--- src/rtl/prog_freq_divider.sv ---
// Runtime-programmable integer clock divider.
// Divides by N = active_div+1, with divisor changes taking effect only at period
// boundaries, restarts, or while the divider is paused.
module prog_freq_divider #(
  parameter int unsigned BITS        = 8,
  parameter int unsigned DEFAULT_DIV = (2 ** BITS) - 1
) (
  input  logic            in_clock_i,
  input  logic            reset_ni,
  input  logic            enable_i,
  input  logic            sync_clear_i,
  input  logic [BITS-1:0] div_in_i,
  input  logic            div_load_i,
  output logic            load_pending_o,
  output logic [BITS-1:0] active_div_o,
  output logic [BITS-1:0] counter_o,
  output logic            out_clock_o,
  output logic            tick_o
);

  localparam logic [BITS-1:0] DefDiv = BITS'(DEFAULT_DIV);

  logic [BITS-1:0] counter_q, counter_d;
  logic [BITS-1:0] active_div_q, active_div_d;
  logic [BITS-1:0] shadow_q, shadow_d;
  logic            pending_q, pending_d;
  logic            out_clock_q, out_clock_d;

  logic            tick;
  logic            apply;
  logic [BITS-1:0] next_div;
  logic [BITS:0]   half;
  logic [BITS:0]   cnt_inc;

  // Period tick and divisor-apply decision.
  always_comb begin
    tick     = enable_i && !sync_clear_i && (counter_q == active_div_q);
    // A load arriving on the apply cycle bypasses the shadow register.
    next_div = div_load_i ? div_in_i : shadow_q;
    apply    = sync_clear_i || tick || (!enable_i && (pending_q || div_load_i));
    half     = ((BITS+1)'(active_div_q) + (BITS+1)'(1)) >> 1;
    cnt_inc  = (BITS+1)'(counter_q) + (BITS+1)'(1);
  end

  // Next-state: restart/apply, count, or hold; capture loads into the shadow.
  always_comb begin
    counter_d    = counter_q;
    active_div_d = active_div_q;
    shadow_d     = shadow_q;
    pending_d    = pending_q;
    out_clock_d  = out_clock_q;
    if (apply) begin
      active_div_d = next_div;
      shadow_d     = next_div;
      pending_d    = 1'b0;
      counter_d    = '0;
      // New period starts in the low phase unless N=1 (no low phase at all).
      out_clock_d  = (next_div == '0);
    end else begin
      if (enable_i) begin
        counter_d   = counter_q + BITS'(1);
        out_clock_d = (cnt_inc >= half);
      end
      if (div_load_i) begin
        shadow_d  = div_in_i;
        pending_d = 1'b1;
      end
    end
  end

  // State registers with asynchronous active-low reset.
  always_ff @(posedge in_clock_i or negedge reset_ni) begin
    if (!reset_ni) begin
      counter_q    <= '0;
      active_div_q <= DefDiv;
      shadow_q     <= DefDiv;
      pending_q    <= 1'b0;
      out_clock_q  <= 1'b0;
    end else begin
      counter_q    <= counter_d;
      active_div_q <= active_div_d;
      shadow_q     <= shadow_d;
      pending_q    <= pending_d;
      out_clock_q  <= out_clock_d;
    end
  end

  assign load_pending_o = pending_q;
  assign active_div_o   = active_div_q;
  assign counter_o      = counter_q;
  assign out_clock_o    = out_clock_q;
  assign tick_o         = tick;

endmodule
--- config.mk ---
export PLATFORM = sky130hd
export DESIGN_NAME = prog_freq_divider
export DESIGN_NICKNAME = d
export VERILOG_FILES = /design/src/rtl/prog_freq_divider.sv
export SDC_FILE = /design/constraint.sdc
export NUM_CORES = 1
export LEC_CHECK = 0
export BUFFER_PORTS_ARGS = -buffer_cell sky130_fd_sc_hd__buf_2
export CAP_MARGIN = 10
export CELL_PAD_IN_SITES_DETAIL_PLACEMENT = 1
export CELL_PAD_IN_SITES_GLOBAL_PLACEMENT = 2
export CORE_MARGIN = 4
export CORE_UTILIZATION = 31
export DETAILED_ROUTE_END_ITERATION = 8
export GPL_TIMING_DRIVEN = 0
export HOLD_SLACK_MARGIN = 0.06
export MAX_ROUTING_LAYER = met4
export PLACE_DENSITY = 0.73
export SYNTH_ARGS = -nofsm -noshare
export SYNTH_HDL_FRONTEND = slang
export SYNTH_SLANG_ARGS = --single-unit
--- constraint.sdc ---
create_clock -name in_clock_i -period 2 [get_ports in_clock_i]
set_input_delay 0 -clock in_clock_i [delete_from_list [all_inputs] [get_ports in_clock_i]]
set_output_delay 0 -clock in_clock_i [all_outputs]
set_load 0.03 [all_outputs]
==> Yosys cells after proc, flatten, opt, wreduce, memory -nomap -nowiden <==
Cells that the tools add are included.
{ "classes": {"n_eq_ne": 1, "n_lt_le_gt_ge": 1, "n_addsub": 3, "mux": 7, "n_reduce_logical": 11} }
{ "op_table": {"columns": ["op", "count"], "rows": [
  ["$mux W8", 3],
  ["$add A8 B1 Y9 const B", 2],
  ["$ge A9 B8 Y1", 1],
  ["$add A8 B1 Y8 const B", 1],
  ["$eq A8 B8 Y1", 1],
  ["$logic_not A8 Y1", 1],
  ["$mux W1", 4],
  ["$reduce_bool A2 Y1", 2],
  ["$logic_and A1 B1 Y1", 3],
  ["$logic_or A1 B1 Y1", 3],
  ["$logic_not A1 Y1", 2]
]} }
{ "totals": {"input_bits": 13, "register_bits": 26, "out_inout_bits": 19, "elab_cells": 28} }

==> Logic depth before layout (Yosys ltp) <==
{ "depth": {"ltp_word": 6, "mapped_depth": 10, "depth_no_buf": 10} }

==> Worst setup path after synthesis <==
No wires, ideal clock.
{ "synth_timing": {"path_type": "flip-flop to flip-flop", "start": "register active_div_q[4] (netlist: active_div_o[4])", "end": "register out_clock_q (netlist: out_clock_o)", "arrival_time_ps": 2177, "n_path_buf": 0, "stages_incl_launch_ff": 10, "required_ps": 1905, "synth_period_minus_slack_ps": 2272, "setup_time_ps": 95, "slack_ps": -272, "path_cell_list": "dfstp_2 > and3_1 > nand3_1 > or2_2 > xor2_1 > ha_1 > o2111ai_1 > o21ai_0 > a21oi_1 > o31ai_1"} }
{ "synth_between": {"elab_chain_len": 5, "elab_cells_between_ends": 9, "classes_between": "add/sub (1); order compare (1); eq/ne (1); mux (2); reduce/logical (4)"} }
{ "synth_lines": {"columns": ["element", "line", "source"], "rows": [
  ["start: declaration", "24", "logic [BITS-1:0] active_div_q, active_div_d;"],
  ["start signal: assignment", "75", "active_div_q <= DefDiv;"],
  ["start signal: assignment", "81", "active_div_q <= active_div_d;"],
  ["parallel branches: the longest is 5 deep, another holds $add A8 B1 Y9", null, null],
  ["end signal: assignment", "84", "out_clock_q <= out_clock_d;"],
  ["end: declaration", "27", "logic out_clock_q, out_clock_d;"]
]} }
Parallel ways; which one is timed is not known. The select of a mux whose other input is x is not followed.
A chain may end at the register's enable or synchronous reset.

==> Final worst setup path <==
{ "layout_timing": {"start": "register active_div_q[1] (netlist: active_div_o[1])", "end": "register out_clock_q (netlist: out_clock_o)"} }
The elaborated chain is that of the path after synthesis.

==> results by group <==
Final layout
  – Layout cells sized above 1: 0.523
  – Final core utilization: 0.463
  – Area Growth Syn to Fin: 42.0%
  – FILL cells: around 540
  – Antenna cells: 0
  – Final cell count without fillers: roughly 270
  – Nets: between 200 and 250

Floorplanning
  – Core Area: 0.00482 mm2
  – Row cnt: 25
  – Die height: approximately 80 um
  – Die width: around 79 um
  – I/O pins: 32
  – Starting Density: 0.326
  – Die area: about 0.0063 mm2

Yosys
  – Top cell type by total area after synthesis: dfstp_2
  – Area contributors post-synth: dfstp_2, dfrtp_1, xor2_1
  – Commonest cells post-synth: dfstp_2, xor2_1, nor2_1
  – Synth async-reset ratio: 1.00
  – Sequential area share after synthesis: 0.427
  – Synth cell types: 29
  – Post-synth EDFFs: 0
  – Synth warn: 0
  – Number of synthesized register bits: 26
  – Most used flip-flop cell after synthesis: dfstp_2
  – Syn_area_per_cell: 11.3 um2
  – Syn Inst Count: approximately 140
  – Post-Syn Area: around 0.0016 mm2
  – Syn Nets: between 150 and 200
  – Synth top area share: 0.268

STA
  – TNS Setup: -820 ps
  – Slew HR: 0.217
  – Clock skew: between 3 and 4 ps
  – Unrepaired setup endpoints after global routing: yes
  – Period Utilization, post-route: 1.10
  – Final worst path period need: between 2000 and 2500 ps
  – Tightest Pin Transition: about 1200 ps
  – Hold Vio Cnt, Final: 0
  – FMAX: 455 MHz
  – Slew Viols, Final: 0
  – Worst setup margin: -198 ps
  – Final setup fails: 8

Route
  – Via density per instance: between 4 and 5
  – Via count: ~1,300
  – Detailed Route WL: roughly 4400 um
  – Drt wl/cell: 16.6 um
  – Routed Antenna Nets: 0
  – First DRT Iteration DRCs: 45
  – First-pass DRT Iterations: 4
  – DRC viols: 0

Clocking
  – Root Driver: clkbuf_8
  – Worst skew pair latency: 270 ps
  – Reg clk slew, reported paths: 100 ps
  – CTS buffer count: 3
  – H-tree depth: 1
  – CTS tree: yes
  – TritonCTS Sinks: 26
  – Clk buf depth: 2

Run status
  – Status: complete, but fails checks
  – Failing checks: setup timing

Power and ir drop
  – Final Power: ~1.6 mW
  – Peak supply drop: 0.535 mV
  – P_leak: roughly 1.0 nW
  – Pwr dens: around 700 mW/mm2

Min path
  – Hold Crit Class: input port to register

Run
  – Max Cap Viol: 0

Critical path
  – Crit path kind: register to register
  – Startpoint Class: register
  – Worst EP required: ~2200 ps
  – CP Capture Type: register
  – Crit path DAT: around 2400 ps
  – Critical-path maximum fanout: 4

Place
  – Port bufs: 31
  – Place WS: -275 ps
  – RD Place Congestion: between 0.7 and 0.8
  – Dpl cells: between 200 and 250
  – Post-DP HPWL: just over 3000 um

GRT
  – Vias in the first global route: roughly 1,400
  – First-pass GRT wire length: 7130 um
  – Antenna violations before repair: 0
  – Grt total ovfl: 0
  – Pin count of the biggest net entering global routing: 27
  – GRT Resource Usage Total: 0.147
layout by cell type, fill, tap and decap left out, drive strengths merged, types with 4 or more instances in the layout:
| cell | count |
|---|---|
| xnor2 | 4 |
| a32o | 5 |
| dlygate4sd3 | 9 |
| xor2 | 16 |
| buf | 48 |
| dfstp | 16 |
| nor4 | 5 |
| clkbuf | 5 |
| a21oi | 4 |
| nor2 | 13 |
| nand3 | 7 |
| dfrtp | 10 |
| mux2 | 16 |
| ha | 10 |
| nand2 | 9 |
cell type report:
| cell class | count | area [um2] | area share |
|---|---|---|---|
| plain buffers | 2 | 26.3 | 0.0118 |
| clock buffers | 4 | 66.3 | 0.0298 |
| repair buffers | 56 | 393 | 0.176 |
| inverters | 1 | 3.75 | 0.00168 |
| multi-input cells | 110 | 982 | 0.441 |
| well taps | 67 | 83.8 | 0.0376 |
| flip-flops and latches | 26 | 673 | 0.302 |
cell families after synthesis:
family,Yosys count,share of synthesized area
buf+inv,3,0.0167
xor+xnor,20,0.112
mux,16,0.132
flops,26,0.427
compound gates,21,0.103
fa+ha+maj,10,0.0797
simple gates,43,0.130
per-stage QoR:
step	hold slack, ps	instance area (um2)
floorplan	-296	1600
global placement	27.8	1840
detailed placement	48.3	1840
CTS	85.8	2090
global route	105	2230
finish	89.3	2230
routing by layer:
metal | GRT usage | part of all wire | up-vias
met2 | 0.256 | 0.52 | 30
met3 | 0.0261 | 0.037 | 4
met1 | 0.185 | 0.44 | 666
met4 | 0.0137 | 0.0054 | 0
met5 | - | 0 | -
li1 | - | - | 622
registers in the layout, summed over array words and instances (netlist names):
register,count
out_clock_o,1
counter_o,8
shadow_q,8
load_pending_o,1
active_div_o,8
report_power, final:
group / switching (mW) / internal, mW
logic: 0.250 / 0.238
clock network: 0.181 / 0.218
registers: 0.0611 / 0.605
worst paths after layout:
check,slack [ps],to,start,cells past startpoint
max,-200,out_clock_o,active_div_o[1],10
min,90,load_pending_o,div_load_i,3
max reg2reg,-200,out_clock_o,active_div_o[1],10
min reg2reg,570,load_pending_o,load_pending_o,2
max in group asynchronous,1320,counter_o[0],reset_ni,2
min in group asynchronous,260,counter_o[2],reset_ni,2
critical path: stages, from the launching register on:
cell,delay [ps]
dfstp_2,590
ha_4,170
nand3_4,100
nor2_4,140
xnor2_1,160
ha_1,290
a21o_1,200
a21oi_2,130
o21ai_1,80
a21oi_1,170
o31ai_1,80
repair_timing:
item | in CTS | in global routing
hold buffers | 9 | 0
setup buffers | 9 | 6
resized for setup | 6 | 16
endpoints found under the hold margin | 18 | 0
gates cloned | 0 | 1
setup endpoints to repair | 16 | 9
pin swaps | 4 | 9
(Power assumes the default switching activity.)
